### src/rtl/pipeline_sched.sv
// pipeline_sched: pipeline scheduler for the 16-bit five-stage core.
// Sequences stalls, branches, interrupt entry (drain, then vector) and ERET return.
// Optional build macro: SCHED_EXT_INT_EN enables external interrupt acceptance and ext_int_ack.
module pipeline_sched #(
   parameter logic [15:0] INT_VECTOR   = 16'h0008,
   parameter int unsigned DRAIN_CYCLES = 3
) (
   input  logic        clk,
   input  logic        rst,
   input  logic [15:0] id_addr,
   input  logic        id_pause_req,
   input  logic        id_branch,
   input  logic [15:0] id_new_pc,
   input  logic        id_int,
   input  logic [3:0]  id_int_id,
   input  logic        id_int_en_set,
   input  logic        id_int_en_clr,
   input  logic        ext_int_req,
   input  logic [2:0]  ext_int_id,
   output logic        ext_int_ack,
   output logic        pc_load,
   output logic [15:0] pc_next,
   output logic        pc_hold,
   output logic        ifid_hold,
   output logic        ifid_flush,
   output logic        idex_bubble,
   output logic        int_en,
   output logic [7:0]  cause,
   output logic [15:0] epc
);

   localparam int unsigned CNT_W = 4;
   localparam logic [CNT_W-1:0] DRAIN_LOAD = CNT_W'(DRAIN_CYCLES - 1);

   typedef enum logic [1:0] {
      ST_RUN    = 2'd0,
      ST_DRAIN  = 2'd1,
      ST_VECTOR = 2'd2
   } state_t;

   state_t           r_state;
   logic [CNT_W-1:0] r_cnt;
   logic             r_int_en;
   logic [7:0]       r_cause;
   logic [15:0]      r_epc;

   logic w_eret;
   logic w_soft;
   logic w_ext_req;
   logic w_eret_go;
   logic w_soft_go;
   logic w_ext_go;
   logic w_br_go;

   // External interrupt request qualified by the enable (build option)
`ifdef SCHED_EXT_INT_EN
   assign w_ext_req = r_int_en & ext_int_req;
`else
   logic w_unused_ext;
   assign w_unused_ext = ^{ext_int_req, ext_int_id};
   assign w_ext_req    = 1'b0;
`endif

   // RUN-state decisions in priority order: stall, ERET, soft INT, external INT, branch
   assign w_eret    = id_int & (id_int_id == 4'hF);
   assign w_soft    = id_int & ~w_eret;
   assign w_eret_go = ~id_pause_req & w_eret;
   assign w_soft_go = ~id_pause_req & w_soft;
   assign w_ext_go  = ~id_pause_req & ~id_int & w_ext_req;
   assign w_br_go   = ~id_pause_req & ~id_int & ~w_ext_req & id_branch;

   assign int_en = r_int_en;
   assign cause  = r_cause;
   assign epc    = r_epc;

   // Same-cycle pipeline control from state and ID requests; forced idle during reset
   always_comb begin
      pc_load     = 1'b0;
      pc_next     = 16'h0000;
      pc_hold     = 1'b0;
      ifid_hold   = 1'b0;
      ifid_flush  = 1'b0;
      idex_bubble = 1'b0;
      ext_int_ack = 1'b0;
      if (!rst) begin
         case (r_state)
            ST_RUN: begin
               if (id_pause_req) begin
                  pc_hold     = 1'b1;
                  ifid_hold   = 1'b1;
                  idex_bubble = 1'b1;
               end else if (w_eret_go) begin
                  pc_load    = 1'b1;
                  pc_next    = r_epc;
                  ifid_flush = 1'b1;
               end else if (w_soft_go || w_ext_go) begin
                  ifid_flush  = 1'b1;
                  idex_bubble = 1'b1;
                  pc_hold     = 1'b1;
                  ext_int_ack = w_ext_go;
               end else if (w_br_go) begin
                  pc_load    = 1'b1;
                  pc_next    = id_new_pc;
                  ifid_flush = 1'b1;
               end
            end
            ST_DRAIN: begin
               pc_hold     = 1'b1;
               ifid_flush  = 1'b1;
               idex_bubble = 1'b1;
            end
            ST_VECTOR: begin
               pc_load    = 1'b1;
               pc_next    = INT_VECTOR;
               ifid_flush = 1'b1;
            end
            default: ;
         endcase
      end
   end

   // Scheduler state, drain counter and interrupt state (enable, cause, EPC)
   always_ff @(posedge clk) begin
      if (rst) begin
         r_state  <= ST_RUN;
         r_cnt    <= '0;
         r_int_en <= 1'b0;
         r_cause  <= 8'h00;
         r_epc    <= 16'h0000;
      end else begin
         case (r_state)
            ST_RUN: begin
               if (w_eret_go) begin
                  r_int_en <= 1'b1;
               end else if (w_soft_go) begin
                  r_epc    <= id_addr + 16'd1;
                  r_cause  <= {4'h0, id_int_id};
                  r_int_en <= 1'b0;
                  r_cnt    <= DRAIN_LOAD;
                  r_state  <= ST_DRAIN;
               end else if (w_ext_go) begin
                  r_epc    <= id_addr;
                  r_cause  <= {5'b10000, ext_int_id};
                  r_int_en <= 1'b0;
                  r_cnt    <= DRAIN_LOAD;
                  r_state  <= ST_DRAIN;
               end else if (!id_pause_req) begin
                  if (id_int_en_clr)
                     r_int_en <= 1'b0;
                  else if (id_int_en_set)
                     r_int_en <= 1'b1;
               end
            end
            ST_DRAIN: begin
               if (r_cnt == '0)
                  r_state <= ST_VECTOR;
               else
                  r_cnt <= r_cnt - CNT_W'(1);
            end
            ST_VECTOR: begin
               r_state <= ST_RUN;
            end
            default: begin
               r_state <= ST_RUN;
            end
         endcase
      end
   end

endmodule

### config.mk
export PLATFORM = sky130hd
export DESIGN_NAME = pipeline_sched
export DESIGN_NICKNAME = d
export VERILOG_FILES = /design/src/rtl/pipeline_sched.sv
export SDC_FILE = /design/constraint.sdc
export NUM_CORES = 1
export LEC_CHECK = 0
export CAP_MARGIN = 10
export CORE_UTILIZATION = 40
export DETAILED_ROUTE_END_ITERATION = 10
export GPL_TIMING_DRIVEN = 0
export MAX_ROUTING_LAYER = met4
export PLACE_DENSITY = 0.8
export REMOVE_ABC_BUFFERS = 1
export SLEW_MARGIN = 20
export SYNTH_ARGS = -nofsm -noshare
export SYNTH_HDL_FRONTEND = slang
export SYNTH_SLANG_ARGS = --single-unit
### constraint.sdc
create_clock -name clk -period 2.32 [get_ports clk]
set_input_delay 0.464 -clock clk [delete_from_list [all_inputs] [get_ports clk]]
set_output_delay 0.464 -clock clk [all_outputs]
set_load 0.005 [all_outputs]
==> results_dict.tcl <==
set metrics [dict create \
    status "finished with violations" \
    violations "design-rule violations, negative setup slack" \
    layout_commonest_cell "clkdlybuf4s50_1" \
    fin_nets 383 \
    area_growth_pct 57.2 \
    place_hpwl_mm 3.78 \
    path_cells "inv_2 -> ha_4 -> nand2b_4 -> or2_4 -> nor2_1 -> clkdlybuf4s50_1" \
    slew_violations 0 \
    synth_cell_type_count 41 \
    fin_hold_ws_ns 0.458 \
    ant_nets 0 \
    clock.fmax_mhz 430 \
    portBuffers 84 \
    path_class "reg2out" \
    path_depth 6 \
    netlist.area_leader.share_pct 28.7 \
    dr.pass1.iters 9 \
    drt-initial-drc-count 140 \
    yosysTopAreaCell "dfxtp_1" \
    htreeDepth 1 \
    clock_path_buffers 2 \
    maxCapViolCount 0 \
    p_per_area_nw_per_um2 484 \
    row_count 24 \
    ys_warn_count 0 \
    antenna_found_initial 0 \
    layout_common_cells "61 x clkdlybuf4s50_1, 39 x nor2_1, 25 x dfxtp_1" \
    core_area_um2 4440 \
    vdd_drop_max_v 0.000297 \
    fin_area_um2 2960 \
    diodes 0 \
    r2r_cells 6 \
    cts_tree "done" \
    final_core_util_pct 66.6 \
    power.leakage_nw 1.20 \
    cts.sinks 27 \
    grt_pass1_vias 2005 \
    routabilityCongestion 0.842 \
    vias 2053 \
    grt_remaining_overflow 0 \
    hold_depth 2 \
    stdcell_count 380 \
    synth_seq_area_share_pct 28.7 \
    ys_ff_latch 27 \
    ios 94 \
    p_seq_share_pct 40.2 \
    cts-buffers-inserted 3 \
    dpl.cell_count 358 \
    clock_latency_ns 0.27 \
    p_int_w 0.000954 \
    clk_pin_slew_ns 0.09 \
    vias_per_cell 5.40 \
    cp-start-kind "flip-flop" \
    rsz0062_at_grt "true" \
    drc 14 \
    final-hold-violation-count 0 \
    combPwrFrac_pct 41.2 \
    die_height_um 70.6 \
    power.share.clock_pct 18.6 \
    cts_hold_buffers 0 \
    cts-root-buf "clkbuf_8" \
    p_sw_share_pct 33.4 \
    min_period_over_period_pct 100 \
    end_kind "output port" \
    min_path_type "reg2reg" \
    slew_headroom_pct 52.8 \
    drt_wl_total_mm 5.56 \
    die_w_um 70.6 \
    worstPathArrival_ns 1.86 \
    syn_area_per_cell_um2 7.97 \
    power.total_w 0.00143 \
    syn_inst 236 \
    setup_viol 1 \
    dpl_cell_area_um2 2690 \
    avgRoutedWirePerCell_um 14.6 \
    cp_num_buf_inv 2 \
    fill_cells 378 \
    tightest_slew_ns 0.708 \
    post-route-min-period_ns 2.32 \
    required_ns 1.86 \
    crit_path_max_fanout 8 \
    syn_area_um2 1880 \
    grtUsageTotal_pct 23.9 \
    layout-drive-gt1-share_pct 17.7 \
    power.switching_w 0.000478 \
    initial_core_util_pct 42.3 \
    crit_path_top_delay_cell "clkdlybuf4s50_1" \
    critical_path.max_stage_delay_ns 0.50 \
    die_area_um2 4980 \
    path_delay_family "buffers and inverters" \
    synthTopCellsByArea "dfxtp_1 29%, nor2_1 8.4%, a211oi_2 7.3%" \
    finalWorstSetupSlack_ns -0.00440 \
    grt_max_degree 36 \
    skew_ns 0.00441 \
    grt_pass1_wl_mm 9.29 \
]
cell usage after synthesis, drive strengths merged:
cell / count
inv: 7
a22oi: 16
dfxtp: 27
and2b: 1
nand3: 9
a21oi: 11
xor2: 2
o21a: 1
o21bai: 1
buf: 13
xnor2: 10
mux2i: 3
nand2: 20
a21boi: 1
conb: 1
and4: 2
nor3: 9
nand2b: 7
and3b: 2
a211o: 1
a31oi: 2
nor4: 3
a311oi: 1
a41oi: 1
a21o: 1
o21ai: 6
clkbuf: 5
nor2: 43
or2: 1
nor3b: 1
ha: 7
nand4: 6
a211oi: 14
and3: 1
routing by layer:
layer	track usage [%]	part of all wire, %
met5	-	0
met4	4.89	0.83
met3	4.56	5.2
met2	41.2	50
met1	29.2	44
registers in the layout (all words and copies together) (netlist names):
register / cells
epc: 16
r_state: 2
int_en: 1
cause: 4
r_cnt: 4
path summary, 6_finish.rpt:
kind                                 start         end  slack [ns]
worst min-delay path              cause[2]    cause[2]        0.46
worst min register to register    cause[2]    cause[2]        0.46
worst max register to register  r_state[1]      epc[9]        0.44
worst max-delay path            r_state[1]  pc_next[9]      -0.004
cell type report:
class	instances	area (um^2)	share of cell area, %
well taps	52	65.1	2.20
flip-flops and latches	27	543	18.4
inverters	7	26.3	0.888
clock buffers	4	45.0	1.52
multi-input cells	190	1300	44.0
repair buffers	100	978	33.1
repair_timing:
item	4_1_cts	5_1_grt
endpoints found under the hold margin	0	0
cloned	3	0
setup endpoints to repair	20	11
pin swaps	4	0
setup buffers	12	3
gates resized for setup	51	11
worst register-to-register path, stage by stage (launching register included):
cell     delay [ns]
dfxtp_2        0.35
inv_2          0.08
ha_4           0.16
buf_4          0.15
and3_2         0.65
and4_1         0.32
nor4_2         0.05
cell families (layout without fill, tap and decap cells):
family	Yosys count	after routing	synth area share, %
AOI/OAI and AO/OA	56	56	23.1
adders and majority gates	7	7	4.65
buffers and inverters	25	111	7.05
DFF	27	27	28.7
and+or+nand+nor	105	107	29.1
other	1	5	0.199
muxes	3	3	1.60
xor gates and xnor gates	12	12	5.59
power groups by stage:
| stage | clock network [W] | logic [W] | registers, W |
|---|---|---|---|
| after floorplan | 0 | 0.000279 | 0.000576 |
| after global placement | 0 | 0.000526 | 0.000580 |
| after detailed placement | 0 | 0.000538 | 0.000581 |
| after CTS | 0.000274 | 0.000585 | 0.000575 |
| after global routing | 0.000297 | 0.000651 | 0.000584 |
| final | 0.000267 | 0.000590 | 0.000575 |
through the flow:
step                 TNS, ns  setup slack, ns
floorplan                  0            0.266
global placement      -33.19            -1.24
detailed placement    -17.58            -1.02
CTS                  -0.0386          -0.0115
global route          -0.233          -0.0823
finish              -0.00440         -0.00440
(Power assumes the default switching activity.)
